===== src/rtl/uart_rx_sampler_pkg.sv =====
// rtl/uart_rx_sampler_pkg.sv - shared UART receive constants, state codes and helpers
package uart_rx_sampler_pkg;

  localparam int OVERSAMPLE_DEFAULT = 16;

  localparam logic [1:0] ST_HUNT  = 2'b00;
  localparam logic [1:0] ST_START = 2'b01;
  localparam logic [1:0] ST_BITS  = 2'b10;

  localparam int DATA_BITS = 8;
  localparam int IDLE_BITS = 2;

  // Bits strobed after the start bit: data, optional parity, stop(s), trailing idle.
  function automatic logic [3:0] frame_nbits(input logic parity_en, input logic two_stop);
    logic [3:0] n;
    n = 4'(DATA_BITS) + 4'(IDLE_BITS);
    if (parity_en) n = n + 4'd1;
    n = n + (two_stop ? 4'd2 : 4'd1);
    return n;
  endfunction

  function automatic logic majority3(input logic a, input logic b, input logic c);
    return (a & b) | (a & c) | (b & c);
  endfunction

endpackage


===== src/rtl/uart_rx_sampler_baud_tick.sv =====
// rtl/uart_rx_sampler_baud_tick.sv - oversample tick generator (uart_baud_tick)
// Divisor is captured at each wrap so a mid-period change never shortens a tick period.
module uart_baud_tick #(
  parameter int WIDTH_BAUD_DIV = 16
) (
  input  logic                      clk,
  input  logic                      rst,
  input  logic [WIDTH_BAUD_DIV-1:0] baud_div,
  output logic                      tick
);

  localparam logic [WIDTH_BAUD_DIV-1:0] ONE = WIDTH_BAUD_DIV'(1);

  logic [WIDTH_BAUD_DIV-1:0] cnt;
  logic [WIDTH_BAUD_DIV-1:0] div_q;

  assign tick = (div_q != '0) && (cnt == div_q - ONE);

  // A zero divisor keeps reloading, so a later non-zero value is picked up immediately.
  always_ff @(posedge clk or posedge rst) begin
    if (rst) begin
      cnt   <= '0;
      div_q <= '0;
    end else if (div_q == '0 || tick) begin
      cnt   <= '0;
      div_q <= baud_div;
    end else begin
      cnt <= cnt + ONE;
    end
  end

endmodule


===== src/rtl/uart_rx_sampler.sv =====
// rtl/uart_rx_sampler.sv - UART receive front end: synchroniser, bit timing recovery, 3-sample voting
// Emits one data/valid_data strobe per frame bit, including stop and trailing idle bits.
module uart_rx_sampler
  import uart_rx_sampler_pkg::*;
#(
  parameter int OVERSAMPLE     = OVERSAMPLE_DEFAULT,
  parameter int WIDTH_BAUD_DIV = 16
) (
  input  logic                      clk,
  input  logic                      rst,
  input  logic                      rx,
  input  logic [WIDTH_BAUD_DIV-1:0] baud_div,
  input  logic                      paritybit,
  input  logic                      stopbit,
  output logic                      data,
  output logic                      valid_data,
  output logic                      busy
);

  localparam int PH_W = $clog2(OVERSAMPLE);
  localparam int MID  = OVERSAMPLE / 2;

  localparam logic [PH_W-1:0] PH_ONE  = PH_W'(1);
  localparam logic [PH_W-1:0] PH_LAST = PH_W'(OVERSAMPLE - 1);
  localparam logic [PH_W-1:0] PH_S0   = PH_W'(MID - 1);
  localparam logic [PH_W-1:0] PH_S1   = PH_W'(MID);
  localparam logic [PH_W-1:0] PH_VOTE = PH_W'(MID + 1);

  logic            tick;
  logic            rx_meta;
  logic            rxs;
  logic [1:0]      state;
  logic [PH_W-1:0] ph;
  logic            s_lo;
  logic            s_mid;
  logic [3:0]      bc;
  logic [3:0]      nbits;

  logic in_frame;
  logic at_vote;
  logic vote;
  logic hunt_detect;
  logic start_ok;
  logic false_start;
  logic bit_emit;
  logic last_bit;

  uart_baud_tick #(
    .WIDTH_BAUD_DIV(WIDTH_BAUD_DIV)
  ) u_tick (
    .clk      (clk),
    .rst      (rst),
    .baud_div (baud_div),
    .tick     (tick)
  );

  always_ff @(posedge clk or posedge rst) begin
    if (rst) begin
      rx_meta <= 1'b1;
      rxs     <= 1'b1;
    end else begin
      rx_meta <= rx;
      rxs     <= rx_meta;
    end
  end

  // The third sample is the live line at the vote tick, not a stored capture.
  assign vote        = majority3(s_lo, s_mid, rxs);
  assign in_frame    = (state == ST_START) || (state == ST_BITS);
  assign at_vote     = tick && in_frame && (ph == PH_VOTE);
  assign hunt_detect = tick && (state == ST_HUNT) && !rxs;
  assign start_ok    = at_vote && (state == ST_START) && !vote;
  assign false_start = at_vote && (state == ST_START) && vote;
  assign bit_emit    = at_vote && (state == ST_BITS);
  assign last_bit    = bit_emit && (bc == nbits - 4'd1);

  // The detecting tick counts as phase 0, so the frame starts at phase 1.
  always_ff @(posedge clk or posedge rst) begin
    if (rst) begin
      ph <= '0;
    end else if (hunt_detect) begin
      ph <= PH_ONE;
    end else if (false_start || last_bit) begin
      ph <= '0;
    end else if (tick && in_frame) begin
      ph <= (ph == PH_LAST) ? '0 : ph + PH_ONE;
    end
  end

  always_ff @(posedge clk or posedge rst) begin
    if (rst) begin
      s_lo  <= 1'b0;
      s_mid <= 1'b0;
    end else if (tick && in_frame) begin
      if (ph == PH_S0) s_lo  <= rxs;
      if (ph == PH_S1) s_mid <= rxs;
    end
  end

  always_ff @(posedge clk or posedge rst) begin
    if (rst) begin
      state <= ST_HUNT;
    end else if (hunt_detect) begin
      state <= ST_START;
    end else if (start_ok) begin
      state <= ST_BITS;
    end else if (false_start || last_bit) begin
      state <= ST_HUNT;
    end else if (!in_frame && state != ST_HUNT) begin
      state <= ST_HUNT;
    end
  end

  // Frame shape is frozen at start confirmation; later config changes wait for the next frame.
  always_ff @(posedge clk or posedge rst) begin
    if (rst) begin
      bc    <= '0;
      nbits <= '0;
    end else if (start_ok) begin
      bc    <= '0;
      nbits <= frame_nbits(paritybit, stopbit);
    end else if (last_bit) begin
      bc <= '0;
    end else if (bit_emit) begin
      bc <= bc + 4'd1;
    end
  end

  always_ff @(posedge clk or posedge rst) begin
    if (rst) begin
      data       <= 1'b1;
      valid_data <= 1'b0;
      busy       <= 1'b0;
    end else begin
      valid_data <= start_ok || bit_emit;
      if (start_ok) begin
        data <= 1'b0;
        busy <= 1'b1;
      end else if (bit_emit) begin
        data <= vote;
        if (last_bit) busy <= 1'b0;
      end
    end
  end

endmodule

===== config.mk =====
export PLATFORM = sky130hd
export DESIGN_NAME = uart_rx_sampler
export DESIGN_NICKNAME = d
export VERILOG_FILES = /design/src/rtl/uart_rx_sampler_pkg.sv /design/src/rtl/uart_rx_sampler_baud_tick.sv /design/src/rtl/uart_rx_sampler.sv
export SDC_FILE = /design/constraint.sdc
export NUM_CORES = 1
export LEC_CHECK = 0
export ABC_CLOCK_PERIOD_IN_PS = 5350
export BUFFER_PORTS_ARGS = -buffer_cell sky130_fd_sc_hd__buf_4
export CAP_MARGIN = 10
export CORE_MARGIN = 2
export CORE_UTILIZATION = 55
export CTS_CLUSTER_SIZE = 12
export DETAILED_ROUTE_END_ITERATION = 8
export GPL_ROUTABILITY_DRIVEN = 0
export HOLD_SLACK_MARGIN = 0.02
export PLACE_DENSITY = 0.74
export SLEW_MARGIN = 20
export SYNTH_ARGS = -nofsm -noshare
export SYNTH_HDL_FRONTEND = slang
export SYNTH_HIERARCHICAL = 1
export SYNTH_SLANG_ARGS = --single-unit

===== constraint.sdc =====
create_clock -name clk -period 5.35 [get_ports clk]
set_input_delay 1.3375 -clock clk [delete_from_list [all_inputs] [get_ports clk]]
set_output_delay 1.3375 -clock clk [all_outputs]
set_load 0.03 [all_outputs]

==> results of run 1 <==
## cell families after synthesis
kind of cell	Yosys count
xor gates and xnor gates	45
DFF	53
AOI/OAI and AO/OA	31
adders and majority gates	14
buffers and inverters	24
muxes	15
and+or+nand+nor	119
## cell usage in the layout (no fill, tap or decap), types with 8 or more instances in the layout
| cell type | synthesis | routed |
|---|---|---|
| buf_4 | 3 | 24 |
| nand3_1 | 14 | 14 |
| nand4_1 | 8 | 8 |
| ha_1 | 13 | 13 |
| nor2_1 | 29 | 29 |
| xnor2_1 | 25 | 25 |
| xor2_1 | 19 | 19 |
| nand2_1 | 19 | 19 |
| nor3_1 | 10 | 10 |
| inv_1 | 13 | 13 |
| mux2_4 | 9 | 9 |
| dfrtp_1 | 50 | 50 |
## metrics by stage
| step | setup WS, ns | total power, uW |
|---|---|---|
| global route | 1.01 | 868 |
| floorplan | 2.29 | 549 |
| CTS | 1.51 | 831 |
| global placement | 1.74 | 583 |
| finish | 1.54 | 823 |
| detailed placement | 1.54 | 586 |
## synthesized netlist by cell type, drive strengths merged, types with 3 or more instances
| cell type | count | area [um^2] |
|---|---|---|
| dfrtp | 50 | 1250 |
| nor2 | 29 | 109 |
| xnor2 | 25 | 219 |
| nand2 | 20 | 91.3 |
| xor2 | 19 | 166 |
| nand3 | 15 | 87.6 |
| mux2 | 14 | 191 |
| ha | 13 | 163 |
| inv | 13 | 48.8 |
| nor3 | 11 | 60.1 |
| nor4 | 10 | 90.1 |
| nand4 | 8 | 50.1 |
| o21ai | 8 | 43.8 |
| buf | 7 | 76.3 |
| a22o | 6 | 52.6 |
| and3 | 5 | 33.8 |
| clkbuf | 4 | 15.0 |
| and4b | 3 | 31.3 |
| dfstp | 3 | 78.8 |
| nand2b | 3 | 18.8 |
| or4 | 3 | 26.3 |
## final timing paths
| check | start | to | slack [ns] | cells after the start |
|---|---|---|---|---|
| setup / recovery | u_tick/div_q[0] | busy | 1.54 | 13 |
| min in group asynchronous | rst | u_tick/div_q[15] | 1.11 | 3 |
| setup reg to reg | u_tick/div_q[0] | busy | 1.54 | 13 |
| hold / removal | rx_meta | rxs | 0.36 | 0 |
| hold reg to reg | rx_meta | rxs | 0.36 | 0 |
| max in group asynchronous | rst | ph[1] | 3.64 | 2 |
## routing by layer
layer	wire (um)	vias to the layer above	share of wire	GRT usage
li1	-	1112	-	-
met5	0	-	0	0
met2	2950	48	0.48	0.347
met3	212	8	0.034	0.0404
met4	58	0	0.0094	0.0576
met1	2930	1117	0.48	0.295
## power breakdown
| part | leakage, uW | internal (uW) | total (uW) | switching (uW) |
|---|---|---|---|---|
| registers | 0.000669 | 424 | 464 | 39.6 |
| clock network | 0.0000542 | 117 | 243 | 126 |
| logic | 0.000814 | 62.8 | 115 | 52.6 |
| total | 0.00154 | 604 | 823 | 218 |
## registers in the layout, indices dropped and copies added (netlist names)
register	count
u_tick/div_q	16
nbits	4
s_mid	1
rx_meta	1
u_tick/cnt	16
state	2
busy	1
rxs	1
valid_data	1
s_lo	1
data	1
ph	4
bc	4
## worst max-delay path: cells and delay by family (launching register included)
| family | cells | cell delay [ns] |
|---|---|---|
| compound gates | 2 | 0.29 |
| buf+inv | 1 | 0.08 |
| simple gates | 9 | 2.70 |
| fa+ha+maj | 1 | 0.16 |
| flops | 1 | 0.44 |
## cell type report
| cell class | instances | area, um^2 |
|---|---|---|
| fillers | 472 | 2090 |
| multi-input cells | 224 | 1730 |
| flip-flops and latches | 53 | 1330 |
| repair buffers | 24 | 180 |
| clock buffers | 7 | 96.3 |
| well taps | 72 | 90.1 |
| inverters | 13 | 48.8 |
| clock inverters | 1 | 5.00 |
==> impl_metrics.yaml, run 1 <==
route:
  wl_mm: 6.16
  routedWlPerCell_um: 15.6
  via_per_inst: 5.80
  firstDrtPassIters: 4
  drcViolationCount: 0
  vias: 2285
  ant_nets: 0
  first_iter_violations: 105
clock_tree:
  cts_root_buf: "clkbuf_8"
  cts_buffers: 5
  cts_setup_buffers: 0
  cts_sinks: 53
  clockBufferDepth: 2
  cts_tree: "done"
  cts_hold_buf: 0
  clkTransAtPathRegs_ns: 0.10
  post_cts_resized: 0
  clock_latency_ns: 0.30
  ctsHtreeMaxLevel: 2
global_route:
  grt_first_pass_wirelength_mm: 10.9
  grt_usage: 0.214
  antenna_found_initial: 0
  grt_max_degree: 33
  grt_pass1_vias: 2380
  grt_overflow: 0
setup_path:
  max_stage_delay_ns: 0.62
  cp-start-kind: "register"
  crit_chain: "inv_1, ha_1, nor3b_2, nand2_1, nor4_1, o31ai_1, nor3_1, nand4_1, nor2_1, and4b_1, nand3_4, nor4_4, o21ai_0"
  cp.required_ns: 5.51
  cp_max_fo: 11
  crit_slowest_cell: "nor4_4"
  crit_arrival_ns: 3.98
  worstSetupEndpointType: "register"
  path_class: "reg -> reg"
logic_synthesis:
  synth_top_family_by_area: "simple AND/OR/NAND/NOR gates"
  yosys_warnings: 6
  syn_nets: 335
  synth_xor_area_frac: 0.128
  muxShareOfSynthArea: 0.0630
  synth_fa_ha_area_frac: 0.0551
  synth_edf_count: 0
  synth_cell_types: 61
  synthSimpleGateAreaFrac: 0.221
  synth_cells: 301
  avgSynthCellArea_um2: 10.6
  ys.flop_type: "dfrtp_1"
  synth_seq_cells: 53
  synth_async_sr_flop_share: 1.00
  synth_compound_area_frac: 0.0739
  synth_area_um2: 3200
  synth.yosys.seq_area_share: 0.416
sta:
  holdWs_ns: 0.359
  finalCritPeriodShare: 0.713
  period_minus_slack_ns: 3.81
  skew_ns: 0.0123
  worst_pin_slew_ns: 0.814
  rsz0062_at_grt: "false"
  setup_viol: 0
  hold_viol_final: 0
  drv_slew: 0
  final.setup.tns_ns: 0
  slew_headroom: 0.457
  fmax_mhz: 262
pwr:
  peakVddDrop_mv: 0.174
  cellLeakagePower_uw: 0.00154
  pwr_density_cell_nw_per_um2: 236
die:
  core-area_um2: 5570
  dieArea_um2: 6440
  die_w_um: 80.3
  rows: 27
  start_util: 0.574
  die_h_um: 80.3
  io_pins: 24
cells_and_area:
  fin_area_um2: 3480
  final_layout_size_suffix_gt1_frac: 0.202
  fin_util: 0.624
  instances_no_fill: 394
  areaGrowthSynthToFinish_pct: 8.76
  num_antenna_cells: 0
  fin_nets: 355
place:
  hpwlAfterDp_mm: 4.53
  place_area_um2: 3380
  dp_cells: 386
  io_buffers: 23
job:
  timing.max_cap.violations: 0
worst_hold_path:
  hp-class: "reg -> reg"
status:
  outcome: "completed"
Note: power is estimated with default switching activity, not from simulation.
==> run 2: changes to the inputs <==
Settings changed: ABC_CLOCK_PERIOD_IN_PS 5350 to 3500, CORE_UTILIZATION 55 to 54, PLACE_DENSITY 0.74 to 0.76.
Clock period 5.35 ns to 3.5 ns, I/O delays scaled along.
==> run 2 against run 1 <==
- sequential share of layout area fell by 1.1 points
- die area grew 1.8%
- global-route usage is 0.61 points lower
- clock power is 53% higher
- clock skew is 0.0062 ns lower
- register-to-register slack got worse by 1.3 ns
- largest cell class unchanged
- largest power group unchanged
- highest routed layer unchanged
==> impl_metrics.yaml, run 2 (same netlist as run 1, synthesis figures left out) <==
setup_path:
  cp-start-kind: "register"
  crit_buf_inv: 3
  worstSetupEndpointType: "register"
  cp.required_ns: 3.73
  path_class: "reg -> reg"
  timing.critical_path.max_delay_family: "simple AND/OR/NAND/NOR gates"
  path_depth: 15
  cp_max_fo: 8
  reg2regPathDepth: 15
  max_stage_delay_ns: 0.46
  crit_slowest_cell: "dfrtp_2"
  r2r_slack_ns: 0.21
  crit_arrival_ns: 3.52
  crit_chain: "inv_1, ha_1, nor3b_4, buf_4, xnor2_1, o32ai_2, a311oi_2, nor3_1, nand4_1, nor2_2, and4b_2, buf_4, and4b_2, or3_1, o21ai_1"
sta:
  fmax_mhz: 304
  period_minus_slack_ns: 3.29
  setup_viol: 0
  slew_headroom: 0.454
  drv_slew: 0
  setup_ws_ns: 0.214
  skew_ns: 0.00616
  hold_viol_final: 0
  finalCritPeriodShare: 0.939
  final.setup.tns_ns: 0
  worst_pin_slew_ns: 0.818
global_route:
  grt_pass1_vias: 2321
  grt_usage: 0.208
  grt_first_pass_wirelength_mm: 10.7
  antenna_found_initial: 0
  grt_overflow: 0
  grt_max_degree: 33
clock_tree:
  cts_sinks: 53
  clock_latency_ns: 0.31
  cts_root_buf: "clkbuf_8"
  ctsHtreeMaxLevel: 2
  cts_buffers: 5
  cts_tree: "done"
  clockBufferDepth: 2
  clkTransAtPathRegs_ns: 0.09
job:
  timing.max_cap.violations: 0
pwr:
  peakVddDrop_mv: 0.224
  power.switching_uw: 338
  p_seq_frac: 0.561
  power.internal_uw: 926
  pwr_density_cell_nw_per_um2: 352
  p_comb_frac: 0.144
  cellLeakagePower_uw: 0.00159
  power.share.clock: 0.295
  switching_share: 0.268
route:
  via_per_inst: 5.71
  firstDrtPassIters: 4
  first_iter_violations: 142
  ant_nets: 0
  wl_mm: 6.41
  vias: 2317
  drcViolationCount: 0
  routedWlPerCell_um: 15.8
die:
  start_util: 0.550
  core-area_um2: 5820
  die_w_um: 81.0
  rows: 28
  io_pins: 24
  dieArea_um2: 6560
  die_h_um: 81.0
place:
  hpwlAfterDp_mm: 4.63
  dpl_worst_slack_ns: 0.0339
  io_buffers: 23
cells_and_area:
  multiInputGateArea_um2: 1760
  final_layout_size_suffix_gt1_frac: 0.245
  fin_nets: 364
  reg_top3: "u_tick/cnt (16), u_tick/div_q (16)"
  num_antenna_cells: 0
  layout_common_cells: "dfrtp_1 (49), buf_4 (32), nor2_1 (28)"
  areaGrowthSynthToFinish_pct: 12.2
  seq_area_um2: 1330
  layout_commonest_cell: "dfrtp_1"
  fill_cells: 502
status:
  outcome: "completed"
worst_hold_path:
  hold-path-cell-count: 0
  hp-class: "reg -> reg"
## run 2: changes by cell type in the layout (fill, tap and decap cells not counted), sizes merged
cell	change
buf	+9
## run 2: per-layer routing
layer	up-vias	track usage	part of all wire
met3	9	0.0444	0.024
met5	-	0	0
met2	31	0.350	0.49
li1	1124	-	-
met1	1153	0.270	0.47
met4	0	0.0610	0.013
## run 2: what timing repair did
item                                    CTS  global route
hold buffers                              0             0
cloned                                    0             0
resized for setup                         1             8
pin swaps                                 0             2
buffers inserted                          0             4
endpoints found under the setup margin    3            15
## run 2: path summary, 6_finish.rpt
path	from	end
min in group asynchronous	rst	u_tick/div_q[13]
setup reg to reg	u_tick/div_q[0]	bc[0]
hold / removal	rx_meta	rxs
setup / recovery	u_tick/div_q[0]	bc[0]
hold reg to reg	rx_meta	rxs
max in group asynchronous	rst	ph[0]
## run 2: metrics by stage
stage	power (uW)	util	std cells	area, um^2	hold slack (ns)
final	1260	0.617	406	3590	0.359
after global routing	1330	0.617	406	3590	0.362
after global placement	890	0.588	394	3420	0.346
after floorplan	840	-	301	3200	0.345
after CTS	1270	0.606	402	3530	0.361
after detailed placement	897	0.588	394	3420	0.348
## run 2: final cells by class
cell class,instances,area share
Clock buffer,7,0.0268
Timing Repair Buffer,33,0.0701
Multi-Input combinational cell,224,0.491
Tap cell,75,0.0262
Clock inverter,1,0.00139
Inverter,13,0.0136
Sequential cell,53,0.371
## run 2: power groups by stage
| stage | combinational (uW) | clock, uW | sequential [uW] |
|---|---|---|---|
| 2_1_floorplan | 142 | 0 | 698 |
| 3_3_place_gp | 172 | 0 | 718 |
| 3_5_place_dp | 179 | 0 | 719 |
| 4_1_cts | 181 | 384 | 708 |
| 5_1_grt | 201 | 411 | 715 |
| 6_report | 182 | 373 | 710 |
